<file path="src/rtl/pool_ctrl.sv">
// Sequencer for the max-pool datapath: windows the element stream,
// drains the pool pipeline, and hands one maximum per window downstream.
// Optional fused ReLU on the captured result: define POOL_CTRL_RELU_EN.
module pool_ctrl #(
  parameter int NUM_WIDTH = 16,
  parameter int CNT_WIDTH = 8,
  parameter int POOL_LAT  = 4
) (
  input  logic                 clk,
  input  logic                 rst_n,
  input  logic [CNT_WIDTH-1:0] cfg_len,
  input  logic [NUM_WIDTH-1:0] up_data,
  input  logic                 up_valid,
  output logic                 up_ready,
  output logic [NUM_WIDTH-1:0] pool_data,
  output logic                 pool_valid,
  output logic                 pool_restart,
  input  logic [NUM_WIDTH-1:0] pool_result,
  output logic [NUM_WIDTH-1:0] dn_data,
  output logic                 dn_valid,
  input  logic                 dn_ready,
  output logic                 busy
);

  localparam int TW = (POOL_LAT > 1) ? $clog2(POOL_LAT) : 1;
  localparam logic [TW-1:0] TMR_LAST = TW'(POOL_LAT - 1);

  typedef enum logic [1:0] {
    S_IDLE,
    S_FILL,
    S_DRAIN,
    S_OUT
  } state_t;

  state_t               r_state;
  state_t               w_state_nxt;
  logic [CNT_WIDTH-1:0] r_cnt;
  logic [CNT_WIDTH-1:0] w_cnt_nxt;
  logic [CNT_WIDTH-1:0] r_len;
  logic [CNT_WIDTH-1:0] w_len_nxt;
  logic [TW-1:0]        r_tmr;
  logic [TW-1:0]        w_tmr_nxt;
  logic [NUM_WIDTH-1:0] r_dn_data;
  logic                 r_dn_valid;
  logic                 w_dv_nxt;
  logic                 w_cap;
  logic                 w_accept;
  logic [CNT_WIDTH-1:0] w_len_cfg;
  logic [CNT_WIDTH-1:0] w_cnt_inc;
  logic [NUM_WIDTH-1:0] w_cap_data;

  assign up_ready     = (r_state == S_IDLE) | (r_state == S_FILL);
  assign w_accept     = up_valid & up_ready;
  assign pool_valid   = w_accept;
  assign pool_data    = up_data;
  assign pool_restart = w_accept & (r_cnt == '0);
  assign busy         = (r_state != S_IDLE);
  assign dn_data      = r_dn_data;
  assign dn_valid     = r_dn_valid;

  assign w_len_cfg = (cfg_len == '0) ? CNT_WIDTH'(1) : cfg_len;
  assign w_cnt_inc = r_cnt + CNT_WIDTH'(1);

`ifdef POOL_CTRL_RELU_EN
  assign w_cap_data = pool_result[NUM_WIDTH-1] ? '0 : pool_result;
`else
  assign w_cap_data = pool_result;
`endif

  // State register.
  always_ff @(posedge clk) begin
    if (!rst_n) r_state <= S_IDLE;
    else        r_state <= w_state_nxt;
  end

  // Next-state, counters, and result capture decisions.
  always_comb begin
    w_state_nxt = r_state;
    w_cnt_nxt   = r_cnt;
    w_len_nxt   = r_len;
    w_tmr_nxt   = r_tmr;
    w_dv_nxt    = r_dn_valid;
    w_cap       = 1'b0;
    unique case (r_state)
      S_IDLE: begin
        if (w_accept) begin
          w_len_nxt = w_len_cfg;
          w_tmr_nxt = '0;
          if (w_len_cfg == CNT_WIDTH'(1)) begin
            w_state_nxt = S_DRAIN;
          end else begin
            w_cnt_nxt   = CNT_WIDTH'(1);
            w_state_nxt = S_FILL;
          end
        end
      end
      S_FILL: begin
        if (w_accept) begin
          if (w_cnt_inc == r_len) begin
            w_cnt_nxt   = '0;
            w_tmr_nxt   = '0;
            w_state_nxt = S_DRAIN;
          end else begin
            w_cnt_nxt = w_cnt_inc;
          end
        end
      end
      S_DRAIN: begin
        if (r_tmr == TMR_LAST) begin
          w_cap       = 1'b1;
          w_dv_nxt    = 1'b1;
          w_state_nxt = S_OUT;
        end else begin
          w_tmr_nxt = r_tmr + TW'(1);
        end
      end
      S_OUT: begin
        if (dn_ready) begin
          w_dv_nxt    = 1'b0;
          w_state_nxt = S_IDLE;
        end
      end
      default: w_state_nxt = S_IDLE;
    endcase
  end

  // Datapath registers: window length, counters, and the held result.
  always_ff @(posedge clk) begin
    if (!rst_n) begin
      r_cnt      <= '0;
      r_len      <= CNT_WIDTH'(1);
      r_tmr      <= '0;
      r_dn_data  <= '0;
      r_dn_valid <= 1'b0;
    end else begin
      r_cnt      <= w_cnt_nxt;
      r_len      <= w_len_nxt;
      r_tmr      <= w_tmr_nxt;
      r_dn_valid <= w_dv_nxt;
      if (w_cap) r_dn_data <= w_cap_data;
    end
  end

endmodule

</file>
<file path="config.mk">
export PLATFORM = sky130hd
export DESIGN_NAME = pool_ctrl
export DESIGN_NICKNAME = d
export VERILOG_FILES = /design/src/rtl/pool_ctrl.sv
export SDC_FILE = /design/constraint.sdc
export NUM_CORES = 1
export LEC_CHECK = 0
export ABC_AREA = 1
export BUFFER_PORTS_ARGS = -buffer_cell sky130_fd_sc_hd__buf_4
export CAP_MARGIN = 20
export CORE_MARGIN = 2
export CORE_UTILIZATION = 35
export DETAILED_ROUTE_END_ITERATION = 7
export GPL_ROUTABILITY_DRIVEN = 0
export SLEW_MARGIN = 20
export SYNTH_ARGS = -nofsm -noshare
export SYNTH_HDL_FRONTEND = slang
export SYNTH_SLANG_ARGS = --single-unit
export TNS_END_PERCENT = 5
</file>
<file path="constraint.sdc">
create_clock -name clk -period 2.6 [get_ports clk]
set_clock_uncertainty 0.1 [all_clocks]
set_input_delay 0.26 -clock clk [delete_from_list [all_inputs] [get_ports clk]]
set_output_delay 0.26 -clock clk [all_outputs]
set_load 0.05 [all_outputs]
</file>
==> results.tsv <==
stage	metric	value	unit
worst_hold_path	worst min-delay path class	primary input to flip-flop	
timing	clock period minus worst slack	2.21	ns
setup_path	Critical Path Max Stage Delay	0.34	ns
clock_network	CTS Buf Count	5	
timing	Final Max Tran Viols	0	
clock_network	# Post-CTS Setup Buffers	0	
timing	measured slew at the worst slew-check pin	0.446	ns
clock_network	CTS root buf	clkbuf_8	
finish	# diodes	0	
drt	DR vias	1919	
global_route	pin count of the biggest net entering global routing	29	
logic_synthesis	sequential element share of the synthesized area	35.2	%
setup_path	Worst Reg2Reg Path Length in Cells	13	
timing	final period utilization	84.9	%
floorplanning	chip width	81.5	um
worst_hold_path	Hold Crit Endpoint	dn_data[10]$_SDFFE_PN0P_	
global_route	GRT Total Usage	16.5	%
setup_path	FF-to-FF setup slack	0.55	ns
logic_synthesis	Synth Cell Area	2100	um^2
setup_path	required time of the critical path	2.24	ns
finish	Nets	384	
clock_network	Clock transition at path regs	0.08	ns
setup_path	Critical Path, Cell by Cell	inv_1 -> ha_1 -> nor2_1 -> nor2_2 -> inv_1 -> nor3_2 -> buf_4	
drt	Routed WL per cell	12.0	um
pwr	pwr dens	835	nW/um^2
finish	FILL cells	603	
timing	final setup vio count	0	
setup_path	count of buffer and inverter cells on the critical path	3	
global_route	total gr overflow	0	
setup_path	slowest stage cell on the critical path	dfxtp_1	
setup_path	worst reg2reg endpoint	r_state[0]$_SDFFE_PN0P_	
clock_network	CTS tree	built	
global_route	first-pass GRT wire length	8340	um
logic_synthesis	Synth Warn #	0	
setup_path	CP delay by family, top	simple AND/OR/NAND/NOR gates	
drt	number of routed nets with antenna violations	0	
finish	layout cells sized above 1	25.1	%
run_status	outcome	finished clean	
setup_path	Top cell by count, worst path	inv_1	
timing	Hold Vio Cnt, Final	0	
setup_path	WP data arrival	1.85	ns
timing	RSZ-0062 raised after global routing	false	
logic_synthesis	#FFs+latches synth	37	
floorplanning	full die area	6640	um^2
placement	Port Buf Inserts	48	
floorplanning	Initial Util	35.9	%
pwr	leak pwr	0.00115	uW
clock_network	# hold bufs at CTS	0	
placement	post-placement cell count	401	
drt	Post-Route WL	4920	um
setup_path	CP Launch Type	flip-flop	
logic_synthesis	Syn Nets	348	
run	max-capacitance violation count	0	
clock_network	Clock Path Buffers	2	
worst_hold_path	hold wc startpoint	pool_result[10]	
global_route	vias in the first global route	1831	
floorplanning	CORE AREA	5850	um^2
logic_synthesis	synthesized area per cell	7.08	um^2
logic_synthesis	Post-Syn Instances	297	
clock_network	clk_lat worst skew	0.30	ns
finish	Non-Filler Instances	409	
timing	max_slew headroom	70.2	%
setup_path	Max FO, Critical Path	6	
setup_path	FF-to-FF Start	r_cnt[0]$_SDFFE_PN0P_	
setup_path	WS Path Type	flip-flop to output port	
floorplanning	Die Y	81.5	um
drt	DRC violations left	0	
global_route	initial antenna violation count	0	
timing	setup TNS	0	ns
drt	Via density	4.69	
logic_synthesis	Yosys cell types	33	
clock_network	post-CTS sizing	0	
drt	initial DRC count	94	
pwr	VDD IR max	441	uV
worst_hold_path	hold path cells	3	
floorplanning	Core Rows	28	
clock_network	# H-tree levels	2	
timing	Achievable Freq	453	MHz
placement	DP Wirelength	3720	um
setup_path	endpoint class of the critical path	output port	
drt	1st-pass router iterations	4	
clock_network	CTS Sinks	37	
finish	area grow syn2layout	20.4	%
floorplanning	io pins	81	
-- logic make-up after synthesis --
group                      share of synthesized area (%)
AOI/OAI and AO/OA                                   11.5
xor gates and xnor gates                           0.833
adders and majority gates                           4.17
DFF                                                 35.2
and+or+nand+nor                                     34.0
buffers and inverters                               14.3
-- area by class of cell --
type | count | area [um^2] | area share (%)
Clock buffer | 5 | 68.8 | 2.72
Clock inverter | 3 | 46.3 | 1.83
Inverter | 33 | 124 | 4.90
Multi-Input combinational cell | 204 | 1070 | 42.1
Sequential cell | 37 | 741 | 29.3
Tap cell | 75 | 93.8 | 3.71
Timing Repair Buffer | 52 | 390 | 15.4
-- sequential cells by signal (all words and copies together) (netlist names) --
| name | count |
|---|---|
| dn_valid | 1 |
| r_tmr | 2 |
| r_cnt | 8 |
| r_state | 2 |
| r_len | 8 |
| dn_data | 16 |
-- where the power goes --
| part | internal [uW] | switching [uW] |
|---|---|---|
| clock network | 287 | 225 |
| registers | 647 | 54.0 |
| logic | 314 | 586 |
| total | 1250 | 865 |
-- worst min-delay path: stages --
cell and delay [ns]:
buf_4 0.07, o21ai_0 0.07, nor2_1 0.07
-- Yosys cell counts (all sizes together) --
master,number,area (um^2)
o21ai,24,124
clkbuf,7,56.3
nor4,1,6.26
dfxtp,37,741
nand2,59,246
a31oi,1,6.26
nand3,22,138
o211ai,1,7.51
o21bai,1,7.51
nor2,56,250
xnor2,1,8.76
xor2,1,8.76
buf,16,120
inv,31,116
ha,7,87.6
nor3,1,5.00
a211oi,1,7.51
nand4,9,56.3
or2,1,6.26
a21oi,16,80.1
a311oi,1,8.76
and2,1,6.26
clkinv,2,7.51
-- routing by layer --
| metal | GRT usage (%) | wire length [um] | vias up |
|---|---|---|---|
| li1 | - | - | 1013 |
| met1 | 19.5 | 2140 | 849 |
| met2 | 28.5 | 2380 | 51 |
| met3 | 5.05 | 338 | 6 |
| met4 | 5.25 | 59 | 0 |
| met5 | 0 | 0 | - |
-- cells in the final DEF (no fill, tap or decap) --
cell type | Yosys | layout
a211oi_1 | 1 | 1
a21oi_1 | 16 | 16
a311oi_1 | 1 | 1
a31oi_1 | 1 | 1
and2_1 | 1 | 1
buf_4 | 16 | 52
bufinv_16 | 0 | 1
clkbuf_8 | 3 | 5
clkinv_1 | 2 | 2
clkinv_4 | 0 | 1
clkinvlp_4 | 0 | 1
dfxtp_1 | 37 | 37
ha_1 | 7 | 7
inv_1 | 30 | 30
inv_2 | 1 | 1
nand2_1 | 51 | 51
nand2_2 | 7 | 7
nand2_4 | 1 | 1
nand3_1 | 18 | 18
nand3_2 | 3 | 3
nand3_4 | 1 | 1
nand4_1 | 9 | 9
nor2_1 | 48 | 48
nor2_2 | 4 | 4
nor2_4 | 4 | 4
nor3_2 | 0 | 1
nor4_1 | 1 | 1
o211ai_1 | 1 | 1
o21ai_0 | 22 | 22
o21ai_1 | 1 | 1
o21ai_2 | 1 | 1
o21bai_1 | 1 | 1
or2_2 | 1 | 1
xnor2_1 | 1 | 1
xor2_1 | 1 | 1
-- through the flow --
stage,hold slack (ns),power [uW],utilization [%],cell area (um^2),setup WS (ns)
3_3_place_gp,0.360,1600,41.3,2410,0.619
2_1_floorplan,0.327,1470,-,2110,0.164
5_1_grt,0.112,2280,43.2,2530,0.238
3_5_place_dp,0.360,1610,41.3,2410,0.576
4_1_cts,0.104,2130,43.2,2530,0.361
6_report,0.109,2110,43.2,2530,0.391
-- worst max-delay path by stage --
stage | end | slack (ns) | cells past startpoint | from
floorplan | pool_restart | 0.16 | 6 | r_state[0]$_SDFFE_PN0P_
global placement | r_state[0]$_SDFFE_PN0P_ | 0.62 | 12 | r_cnt[0]$_SDFFE_PN0P_
detailed placement | r_state[0]$_SDFFE_PN0P_ | 0.58 | 12 | r_cnt[0]$_SDFFE_PN0P_
CTS | pool_restart | 0.36 | 7 | r_state[1]$_SDFFE_PN0P_
global route | pool_restart | 0.24 | 7 | r_state[1]$_SDFFE_PN0P_
finish | pool_restart | 0.39 | 7 | r_state[1]$_SDFFE_PN0P_
(Power assumes the default switching activity.)
